[config.mk]
export PLATFORM = sky130hd
export DESIGN_NAME = mem_access_ctrl_flat
export DESIGN_NICKNAME = d
export VERILOG_FILES = /design/src/rtl/mem_access_ctrl_pkg.sv /design/src/rtl/mem_access_ctrl_if.sv /design/src/rtl/mem_access_ctrl_timeout_cnt.sv /design/src/rtl/mem_access_ctrl.sv /design/src/flat_wrapper.sv
export SDC_FILE = /design/constraint.sdc
export NUM_CORES = 1
export LEC_CHECK = 0
export BUFFER_PORTS_ARGS = -buffer_cell sky130_fd_sc_hd__buf_2
export CAP_MARGIN = 20
export CORE_MARGIN = 4
export CORE_UTILIZATION = 45
export CTS_CLUSTER_DIAMETER = 80
export CTS_CLUSTER_SIZE = 12
export DETAILED_ROUTE_END_ITERATION = 8
export PLACE_DENSITY = 0.89
export SYNTH_ARGS = -nofsm -noshare
export SYNTH_HDL_FRONTEND = slang
export SYNTH_HIERARCHICAL = 1
export SYNTH_SLANG_ARGS = --single-unit
[constraint.sdc]
create_clock -name clk -period 2 [get_ports clk]
set_clock_uncertainty 0.1 [all_clocks]
set_input_delay 0.6 -clock clk [delete_from_list [all_inputs] [get_ports clk]]
set_output_delay 0.6 -clock clk [all_outputs]
set_load 0.05 [all_outputs]
[src/rtl/mem_access_ctrl_pkg.sv]
// Shared types and defaults for the MEM-stage data-memory access controller.
package mem_access_ctrl_pkg;

    localparam int DSIZE_DEF   = 16;
    localparam int ASIZE_DEF   = 16;
    localparam int TIMEOUT_DEF = 15;

    typedef enum logic [1:0] {
        ST_IDLE   = 2'd0,
        ST_ACCESS = 2'd1,
        ST_DONE   = 2'd2
    } state_e;

endpackage

[src/rtl/mem_access_ctrl_if.sv]
// Data-memory req/ack port: the controller is the master, the memory the slave.
interface mem_access_ctrl_if
    import mem_access_ctrl_pkg::*;
#(
    parameter int DSIZE = DSIZE_DEF,
    parameter int AW    = ASIZE_DEF
);

    logic             dmem_req;
    logic             dmem_we;
    logic [AW-1:0]    dmem_addr;
    logic [DSIZE-1:0] dmem_wdata;
    logic             dmem_ack;
    logic [DSIZE-1:0] dmem_rdata;

    modport master (
        output dmem_req, dmem_we, dmem_addr, dmem_wdata,
        input  dmem_ack, dmem_rdata
    );

    modport slave (
        input  dmem_req, dmem_we, dmem_addr, dmem_wdata,
        output dmem_ack, dmem_rdata
    );

endinterface

[src/rtl/mem_access_ctrl_timeout_cnt.sv]
// Saturating wait counter; expired flags the MAX-th enabled cycle since the last clear.
module mem_timeout_cnt
    import mem_access_ctrl_pkg::*;
#(
    parameter int MAX = TIMEOUT_DEF
) (
    input  logic clk,
    input  logic rst,
    input  logic clr,
    input  logic en,
    output logic expired
);

    localparam int            CW   = $clog2(MAX + 1);
    localparam logic [CW-1:0] SAT  = CW'(MAX);
    localparam logic [CW-1:0] LAST = CW'(MAX - 1);

    logic [CW-1:0] cnt_q, cnt_d;

    always_comb begin
        cnt_d = cnt_q;
        if (clr) begin
            cnt_d = '0;
        end else if (en && (cnt_q != SAT)) begin
            cnt_d = cnt_q + CW'(1);
        end
    end

    always_ff @(posedge clk or negedge rst) begin
        if (!rst) begin
            cnt_q <= '0;
        end else begin
            cnt_q <= cnt_d;
        end
    end

    // cnt_q counts the ack-less cycles already spent, so this is the last allowed one
    assign expired = (cnt_q >= LAST);

endmodule

[src/rtl/mem_access_ctrl.sv]
// MEM-stage data-memory sequencer: issues one req/ack access per load/store and stalls upstream until it completes.
module mem_access_ctrl
    import mem_access_ctrl_pkg::*;
#(
    parameter int DSIZE   = DSIZE_DEF,
    parameter int AW      = ASIZE_DEF,
    parameter int TIMEOUT = TIMEOUT_DEF
) (
    input  logic                clk,
    input  logic                rst,
    input  logic                memread_in,
    input  logic                memwrite_in,
    input  logic [DSIZE-1:0]    aluout_in,
    input  logic [DSIZE-1:0]    rdata2_in,
    output logic                stall,
    output logic [DSIZE-1:0]    rdata_out,
    output logic                mem_err,
    mem_access_ctrl_if.master   dmem
);

    state_e           state_q, state_d;
    logic             req_q, req_d;
    logic             we_q, we_d;
    logic             err_q, err_d;
    logic [AW-1:0]    addr_q, addr_d;
    logic [DSIZE-1:0] wdata_q, wdata_d;
    logic [DSIZE-1:0] rdata_q, rdata_d;

    logic mem_op;
    logic cnt_clr;
    logic cnt_en;
    logic expired;

    assign mem_op  = memread_in | memwrite_in;
    assign cnt_clr = (state_q == ST_IDLE);
    assign cnt_en  = (state_q == ST_ACCESS) & ~dmem.dmem_ack;

    mem_timeout_cnt #(
        .MAX (TIMEOUT)
    ) u_timeout (
        .clk     (clk),
        .rst     (rst),
        .clr     (cnt_clr),
        .en      (cnt_en),
        .expired (expired)
    );

    always_comb begin
        state_d = state_q;
        req_d   = req_q;
        we_d    = we_q;
        addr_d  = addr_q;
        wdata_d = wdata_q;
        rdata_d = rdata_q;
        err_d   = 1'b0;
        case (state_q)
            ST_IDLE: begin
                // A simultaneous read and write request resolves to the write
                if (mem_op) begin
                    state_d = ST_ACCESS;
                    req_d   = 1'b1;
                    we_d    = memwrite_in;
                    addr_d  = aluout_in[AW-1:0];
                    wdata_d = rdata2_in;
                end
            end
            ST_ACCESS: begin
                if (dmem.dmem_ack) begin
                    state_d = ST_DONE;
                    req_d   = 1'b0;
                    if (!we_q) begin
                        rdata_d = dmem.dmem_rdata;
                    end
                end else if (expired) begin
                    state_d = ST_DONE;
                    req_d   = 1'b0;
                    err_d   = 1'b1;
                    rdata_d = '0;
                end
            end
            ST_DONE: begin
                state_d = ST_IDLE;
            end
            default: begin
                state_d = ST_IDLE;
                req_d   = 1'b0;
            end
        endcase
    end

    always_ff @(posedge clk or negedge rst) begin
        if (!rst) begin
            state_q <= ST_IDLE;
            req_q   <= 1'b0;
            we_q    <= 1'b0;
            err_q   <= 1'b0;
            addr_q  <= '0;
            wdata_q <= '0;
            rdata_q <= '0;
        end else begin
            state_q <= state_d;
            req_q   <= req_d;
            we_q    <= we_d;
            err_q   <= err_d;
            addr_q  <= addr_d;
            wdata_q <= wdata_d;
            rdata_q <= rdata_d;
        end
    end

    // Stall covers the detect cycle in IDLE so EXE/MEM holds the op while it is outstanding
    assign stall = rst & (((state_q == ST_IDLE) & mem_op) | (state_q == ST_ACCESS));

    assign dmem.dmem_req   = req_q;
    assign dmem.dmem_we    = we_q;
    assign dmem.dmem_addr  = addr_q;
    assign dmem.dmem_wdata = wdata_q;
    assign rdata_out       = rdata_q;
    assign mem_err         = err_q;

endmodule

[src/flat_wrapper.sv]
// flat-port wrapper written by rule: the top's interface ports become plain ports
module mem_access_ctrl_flat import mem_access_ctrl_pkg::*;
#(
    parameter int DSIZE   = DSIZE_DEF,
    parameter int AW      = ASIZE_DEF,
    parameter int TIMEOUT = TIMEOUT_DEF
)
  (clk, rst, memread_in, memwrite_in, aluout_in, rdata2_in, stall, rdata_out, mem_err, dmem_dmem_req, dmem_dmem_we, dmem_dmem_addr, dmem_dmem_wdata, dmem_dmem_ack, dmem_dmem_rdata);
  mem_access_ctrl_if #(.DSIZE(DSIZE), .AW(AW)) dmem_i ();
  input  logic clk;
  input  logic rst;
  input  logic memread_in;
  input  logic memwrite_in;
  input  logic [DSIZE-1:0] aluout_in;
  input  logic [DSIZE-1:0] rdata2_in;
  output logic stall;
  output logic [DSIZE-1:0] rdata_out;
  output logic mem_err;
  output wire logic [$bits(dmem_i.dmem_req)-1:0] dmem_dmem_req;
  output wire logic [$bits(dmem_i.dmem_we)-1:0] dmem_dmem_we;
  output wire logic [$bits(dmem_i.dmem_addr)-1:0] dmem_dmem_addr;
  output wire logic [$bits(dmem_i.dmem_wdata)-1:0] dmem_dmem_wdata;
  input wire logic [$bits(dmem_i.dmem_ack)-1:0] dmem_dmem_ack;
  input wire logic [$bits(dmem_i.dmem_rdata)-1:0] dmem_dmem_rdata;
  assign dmem_dmem_req = dmem_i.dmem_req;
  assign dmem_dmem_we = dmem_i.dmem_we;
  assign dmem_dmem_addr = dmem_i.dmem_addr;
  assign dmem_dmem_wdata = dmem_i.dmem_wdata;
  assign dmem_i.dmem_ack = dmem_dmem_ack;
  assign dmem_i.dmem_rdata = dmem_dmem_rdata;
  mem_access_ctrl #(.DSIZE(DSIZE), .AW(AW), .TIMEOUT(TIMEOUT)) u_core (.clk(clk), .rst(rst), .memread_in(memread_in), .memwrite_in(memwrite_in), .aluout_in(aluout_in), .rdata2_in(rdata2_in), .stall(stall), .rdata_out(rdata_out), .mem_err(mem_err), .dmem(dmem_i));
endmodule
# Word level (Yosys, flattened, before mapping)
# Cells that the tools add are included.
dict set report word_totals {
  ff_bits 57
  output_inout_bits 52
  in_bits 53
  wordCells 47
}
dict set report classes {
  magnitude_cmp 1
  muxes 16
  n_reduce_logical 8
  n_eq_ne 6
  bitwise_logic 7
  addsub 1
}
# op count
set op_table {}
lappend op_table {{$mux 16} 3}
lappend op_table {{$mux 4} 2}
lappend op_table {{$mux 1} 6}
lappend op_table {{$mux 2} 3}
lappend op_table {{$reduce_and 3->1} 2}
lappend op_table {{$add 4x1->4 const B} 1}
lappend op_table {{$ge 4x4->1 const B} 1}
lappend op_table {{$ne 4x4->1 const B} 1}
lappend op_table {{$pmux 2 s2} 1}
lappend op_table {{$reduce_and 2->1} 2}
lappend op_table {{$reduce_bool 2->1} 2}
lappend op_table {{$and 1x1->1} 3}
lappend op_table {{$ne 3x2->1 const B} 1}
lappend op_table {{$pmux 1 s3} 1}
lappend op_table {{$eq 2x1->1 const B} 1}
lappend op_table {{$eq 2x2->1 const B} 1}
lappend op_table {{$logic_not 2->1} 1}
lappend op_table {{$ne 2x1->1 const B} 1}
lappend op_table {{$ne 2x2->1 const B} 1}
lappend op_table {{$not 1->1} 2}
lappend op_table {{$or 1x1->1} 2}
lappend op_table {{$logic_and 1x1->1} 1}

# Depth between registers and ports, before layout
# Gate-level depths: netlist of the first run.
dict set report logic_depth {
  depth_word 5
  depth_mapped 7
}

# By module
# The synthesis of the first run kept the hierarchy.
# module area_each_um2 seq_area_each_um2 instances cells_per_inst
set by_module_without_submodules {}
lappend by_module_without_submodules {mem_access_ctrl 2122.0 1326.3 1 124}
lappend by_module_without_submodules {mem_timeout_cnt 254.0 100.1 1 23}

# Worst setup path before layout of the first run
# Ideal clock, no wire load.
dict set report synth_timing {
  path_kind {flip-flop to output port}
  startpoint {register u_core.state_q[0]}
  endpoint {output port stall}
  required_ns 1.300
  arrival_ns 1.911
  path_slack_ns -0.611
  stages_incl_launch_ff 4
  path_cell_list {dfrtp_1 nor2_2 o21ai_0 a21boi_0}
}
dict set report synth_via {
  elab_chain_len 4
  elab_cells_between_ends 5
  cone_classes {1 x eq/ne; 3 x bitwise; 1 x reduce/logical}
}
# item line_no
set synth_lines {}
lappend synth_lines {{from (decl)} mem_access_ctrl.sv:21} ;# state_e state_q, state_d;
lappend synth_lines {{from (signal assigned)} mem_access_ctrl.sv:101} ;# state_q <= state_d;
lappend synth_lines {{$logic_not 2->1} n/a}
lappend synth_lines {{named net u_core.cnt_clr} mem_access_ctrl.sv:30} ;# logic cnt_clr;
lappend synth_lines {{$and 1x1->1} mem_access_ctrl.sv:112} ;# assign stall = rst & (((state_q == ST_IDLE) & mem_op) | (state_q == ST_ACCESS));
lappend synth_lines {{$or 1x1->1} mem_access_ctrl.sv:112}
lappend synth_lines {{$and 1x1->1} mem_access_ctrl.sv:112}
lappend synth_lines {{to (decl)} flat_wrapper.sv:16} ;# output logic stall;
# The timed path passes the listed nets, and every way through them passes these cells.

# Final worst setup path of the first run
# Ends and elaborated chain as after synthesis.

==> flow_metrics.tcl, run 1 <==
set metrics [dict create \
    via_per_inst 4.88 \
    synth-seq-cells 57 \
    wl_per_cell_um 14.7 \
    finalHoldViolCount 0 \
    synthTopCellsByCount "57 x dfrtp_1, 30 x mux2_4, 17 x a22o_1" \
    grt_max_degree 58 \
    yosysTopAreaCellShare 0.600 \
    clock.fmax_ghz 0.509 \
    cp-end-kind "output pin" \
    yosysTopAreaCell "dfrtp_1" \
    io_pins 105 \
    worst_pin_slew_ns 0.686 \
    status "complete, no violations" \
    synth_adder_area_share 0.0105 \
    maxSlewHeadroom 0.543 \
    drt_iter0_markers 37 \
    final_nets 316 \
    worstPathArrival_ns 1.26 \
    root_buffer "clkbuf_8" \
    fp.dieW_um 80.7 \
    fp.coreArea_um2 5110 \
    globalRouteOverflowTotal 0 \
    clk_latency_ns 0.32 \
    vias 1640 \
    synth.area.mux_share 0.209 \
    dpl_cell_area_um2 2980 \
    holdCritPathClass "register to register" \
    syn_area_per_cell_um2 16.2 \
    rsz0062_at_grt "true" \
    die_y_um 80.7 \
    grt_pass1_wl_um 7690 \
    io_buffers 104 \
    synth_edf_count 0 \
    ys_seq_area_frac 0.600 \
    initial_core_util 0.465 \
    ant_nets 0 \
    async_reset_ff_frac 1.00 \
    cts_buffer_depth 2 \
    cts.sinks 57 \
    syn_to_final_growth_pct 36.5 \
    cp_max_fo 2 \
    yosys.cell_types.count 31 \
    drive_gt1_frac 0.628 \
    netlist_instances 147 \
    maxCapViolCount 0 \
    gp_congestion 0.707 \
    cp.required_ns 1.30 \
    crit_type "register to output pin" \
    final-setup-viol-count 0 \
    htree_levels 3 \
    cp-start-kind "register" \
    synth_top_family_by_area "multiplexers" \
    rows 26 \
    hold_slack_ns 0.375 \
    synth-compound-area-share 0.0953 \
    min_period_ns 1.96 \
    first_global_vias 1683 \
    fin_area_um2 3240 \
    fin_ws_ns 0.0371 \
    drc 0 \
    numCtsBuffers 9 \
    synth-simple-area-share 0.0595 \
    yosysMostFrequentCell "dfrtp_1" \
    yosys_most_used_dff "dfrtp_1" \
    synth_area_um2 2380 \
    dp_slack_ns -0.0643 \
    drt-total-wl_um 4930 \
    antenna_found_initial 0 \
    die-area_um2 6510 \
    first_pass_iters 3 \
    clk_pin_slew_ns 0.06 \
    syn_nets 202 \
    finalCritPeriodShare 0.981 \
    synthTopCellsByArea "dfrtp_1 60%, mux2_4 19%, a22o_1 6.3%" \
    synthXorXnorAreaFrac 0 \
    dp_hpwl_um 3630 \
    cts_tree "yes" \
    hold_buffers 0 \
    grtUsageTotal 0.156 \
    drv_slew 0 \
    yosys_warnings 6 \
    n_antenna_cell 0 \
]
[flip-flops by register name, summed over array words and instances, names as in the netlist]
name / count
u_core/dmem.dmem_we: 1
u_core/dmem.dmem_wdata: 16
u_core/u_timeout/cnt_q: 4
u_core/dmem.dmem_addr: 16
u_core/dmem.dmem_req: 1
u_core/mem_err: 1
u_core/rdata_out: 16
u_core/state_q: 2
[cell type report]
class / count / area (um^2)
flip-flops and latches: 57 / 1430
well taps: 70 / 87.6
clock buffers: 11 / 141
repair buffers: 109 / 577
inverters: 1 / 3.75
fillers: 388 / 1860
multi-input cells: 83 / 905
clock inverters: 5 / 103
[per-layer routing]
metal | track usage | part of all wire | up-vias
met5 | 0 | 0 | -
met4 | 0.0709 | 0.015 | 0
met3 | 0.0460 | 0.082 | 11
met2 | 0.272 | 0.50 | 64
met1 | 0.174 | 0.40 | 801
li1 | - | - | 764
[placed cells by master (no fill, tap or decap), types with 2 or more instances in the layout]
master       n
ha_1         2
nor3_1       2
bufinv_16    3
nor2_1       6
dfrtp_1     57
a22o_1      17
buf_4        4
buf_2      103
clkbuf_8    10
mux2_4      30
mux2_2       4
a21oi_1      2
[worst max-delay path, cell delays in order, from the launching register on]
cell	delay, ns
dfrtp_1	0.39
nor2_2	0.16
o21ai_2	0.10
a21boi_4	0.13
buf_6	0.17
[final timing paths]
kind,startpoint,end,slack (ns),depth (start not counted)
setup / recovery,u_core/state_q[0],stall,0.04,4
hold / removal,u_core/dmem.dmem_req,u_core/dmem.dmem_req,0.37,1
setup reg to reg,u_core/u_timeout/cnt_q[0],u_core/rdata_out[15],0.22,6
hold reg to reg,u_core/dmem.dmem_req,u_core/dmem.dmem_req,0.37,1
max in group asynchronous,rst,u_core/dmem.dmem_addr[2],0.97,2
min in group asynchronous,rst,u_core/dmem.dmem_addr[9],0.38,2
[cell families after synthesis]
logic type | Yosys count
simple gates | 20
buf+inv | 7
fa+ha+maj | 2
flops | 57
mux | 34
compound gates | 27
[stage by stage]
step	instances	setup TNS (ns)	util
final	336	0	0.635
after global placement	319	0	0.584
after floorplan	147	0	-
after CTS	336	0	0.635
after detailed placement	319	-0.0643	0.584
after global routing	336	-0.0368	0.635
[repair_timing]
item | CTS | global route
pin swaps | 1 | 0
setup endpoints to repair | 1 | 1
setup buffers | 1 | 0
gates resized for setup | 4 | 0
Power of run 1 is not shown: default switching activity piles up to over one toggle a cycle in this logic, so the estimate is an artifact.
==> run 2: changes to the inputs <==
--- a/config.mk
+++ b/config.mk
@@ -12,6 +12,7 @@
 export CTS_CLUSTER_DIAMETER = 80
 export CTS_CLUSTER_SIZE = 12
 export DETAILED_ROUTE_END_ITERATION = 8
+export MAX_ROUTING_LAYER = met4
 export PLACE_DENSITY = 0.89
 export SYNTH_ARGS = -nofsm -noshare
 export SYNTH_HDL_FRONTEND = slang
==> flow_metrics.tcl, run 2 (synthesized netlist as in run 1, its figures left out) <==
set metrics [dict create \
    cp-end-kind "output pin" \
    first_global_vias 1683 \
    critPathLaunch "u_core/state_q[0]" \
    cp-start-kind "register" \
    setup_tns_ns 0 \
    drt-total-wl_um 4940 \
    clock.fmax_ghz 0.509 \
    final_nets 316 \
    area.sequential_um2 1430 \
    antenna_found_initial 0 \
    io_buffers 104 \
    fillCellCount 388 \
    finalCritPeriodShare 0.983 \
    wl_per_cell_um 14.7 \
    drt_iter0_markers 44 \
    rsz0062_at_grt "true" \
    maxCapViolCount 0 \
    grt_max_degree 58 \
    io_pins 105 \
    fp.dieW_um 80.7 \
    clk_pin_slew_ns 0.07 \
    numCtsBuffers 9 \
    hold_buffers 0 \
    drc 0 \
    maxSlewHeadroom 0.544 \
    cp.required_ns 1.30 \
    drv_slew 0 \
    multi_input_area_um2 905 \
    grt_pass1_wl_um 7690 \
    ant_nets 0 \
    crit_type "register to output pin" \
    status "complete, no violations" \
    cts_tree "yes" \
    cp_max_fo 2 \
    cts_buffer_depth 2 \
    finalHoldViolCount 0 \
    final_common_cell "buf_2" \
    drive_gt1_frac 0.628 \
    clk_latency_ns 0.32 \
    r2r_start "u_core/u_timeout/cnt_q[0]" \
    rows 26 \
    vias 1680 \
    dp_hpwl_um 3630 \
    cts.sinks 57 \
    most-common-layout-cells "103 x buf_2, 57 x dfrtp_1, 30 x mux2_4" \
    initial_core_util 0.465 \
    grtUsageTotal 0.160 \
    syn_to_final_growth_pct 36.5 \
    globalRouteOverflowTotal 0 \
    via_per_inst 5.00 \
    worstPathArrival_ns 1.27 \
    die_y_um 80.7 \
    hold_slack_ns 0.375 \
    worst_pin_slew_ns 0.684 \
    r2r_slack_ns 0.21 \
    root_buffer "clkbuf_8" \
    die-area_um2 6510 \
    min_period_ns 1.97 \
    final-setup-viol-count 0 \
    fp.coreArea_um2 5110 \
    holdCritPathClass "primary input to asynchronous set/reset pin" \
    first_pass_iters 4 \
    n_antenna_cell 0 \
    htree_levels 3 \
    gp_congestion 0.715 \
]
run 2: cell counts in the layout (fill, tap and decap cells not counted):
Identical to the previous run, type by type.
run 2: final timing paths:
path,end,depth (start not counted)
max,stall,4
min,u_core/dmem.dmem_addr[6],2
max reg2reg,u_core/rdata_out[11],6
min reg2reg,u_core/dmem.dmem_req,1
max in group asynchronous,u_core/rdata_out[0],2
min in group clk,u_core/dmem.dmem_req,1
run 2: cell type report:
type,count,share of cell area
clock inverter,5,0.0316
timing repair buffer,109,0.178
multi-input combinational,83,0.279
sequential,57,0.440
inverter,1,0.00116
tap,70,0.0270
clock buffer,11,0.0436
run 2: what timing repair did:
action	4_1_cts	5_1_grt
pin swaps	1	0
buffers inserted	1	0
gates resized for setup	4	0
endpoints found under the setup margin	1	1
run 2: stage by stage:
stage | setup WS (ns) | util | instance area (um^2) | instances
after detailed placement | -0.0643 | 0.584 | 2980 | 319
after CTS | 0.00849 | 0.635 | 3240 | 336
after global placement | 0.0274 | 0.584 | 2980 | 319
final | 0.0337 | 0.635 | 3240 | 336
after floorplan | 0.0731 | - | 2390 | 147
after global routing | -0.0368 | 0.635 | 3240 | 336
run 2: metal layers:
| metal | vias to the layer above | global-route usage | share of wire |
|---|---|---|---|
| li1 | 764 | - | - |
| met1 | 826 | 0.176 | 0.40 |
| met2 | 80 | 0.272 | 0.50 |
| met3 | 10 | 0.0426 | 0.084 |
| met4 | 0 | 0.0709 | 0.015 |
| met5 | - | - | 0 |
run 2: worst max-delay path, stage by stage (launching register included):
cell,delay (ns)
dfrtp_1,0.39
nor2_2,0.16
o21ai_2,0.10
a21boi_4,0.14
buf_6,0.17
Power of run 2 is left out for the same reason.
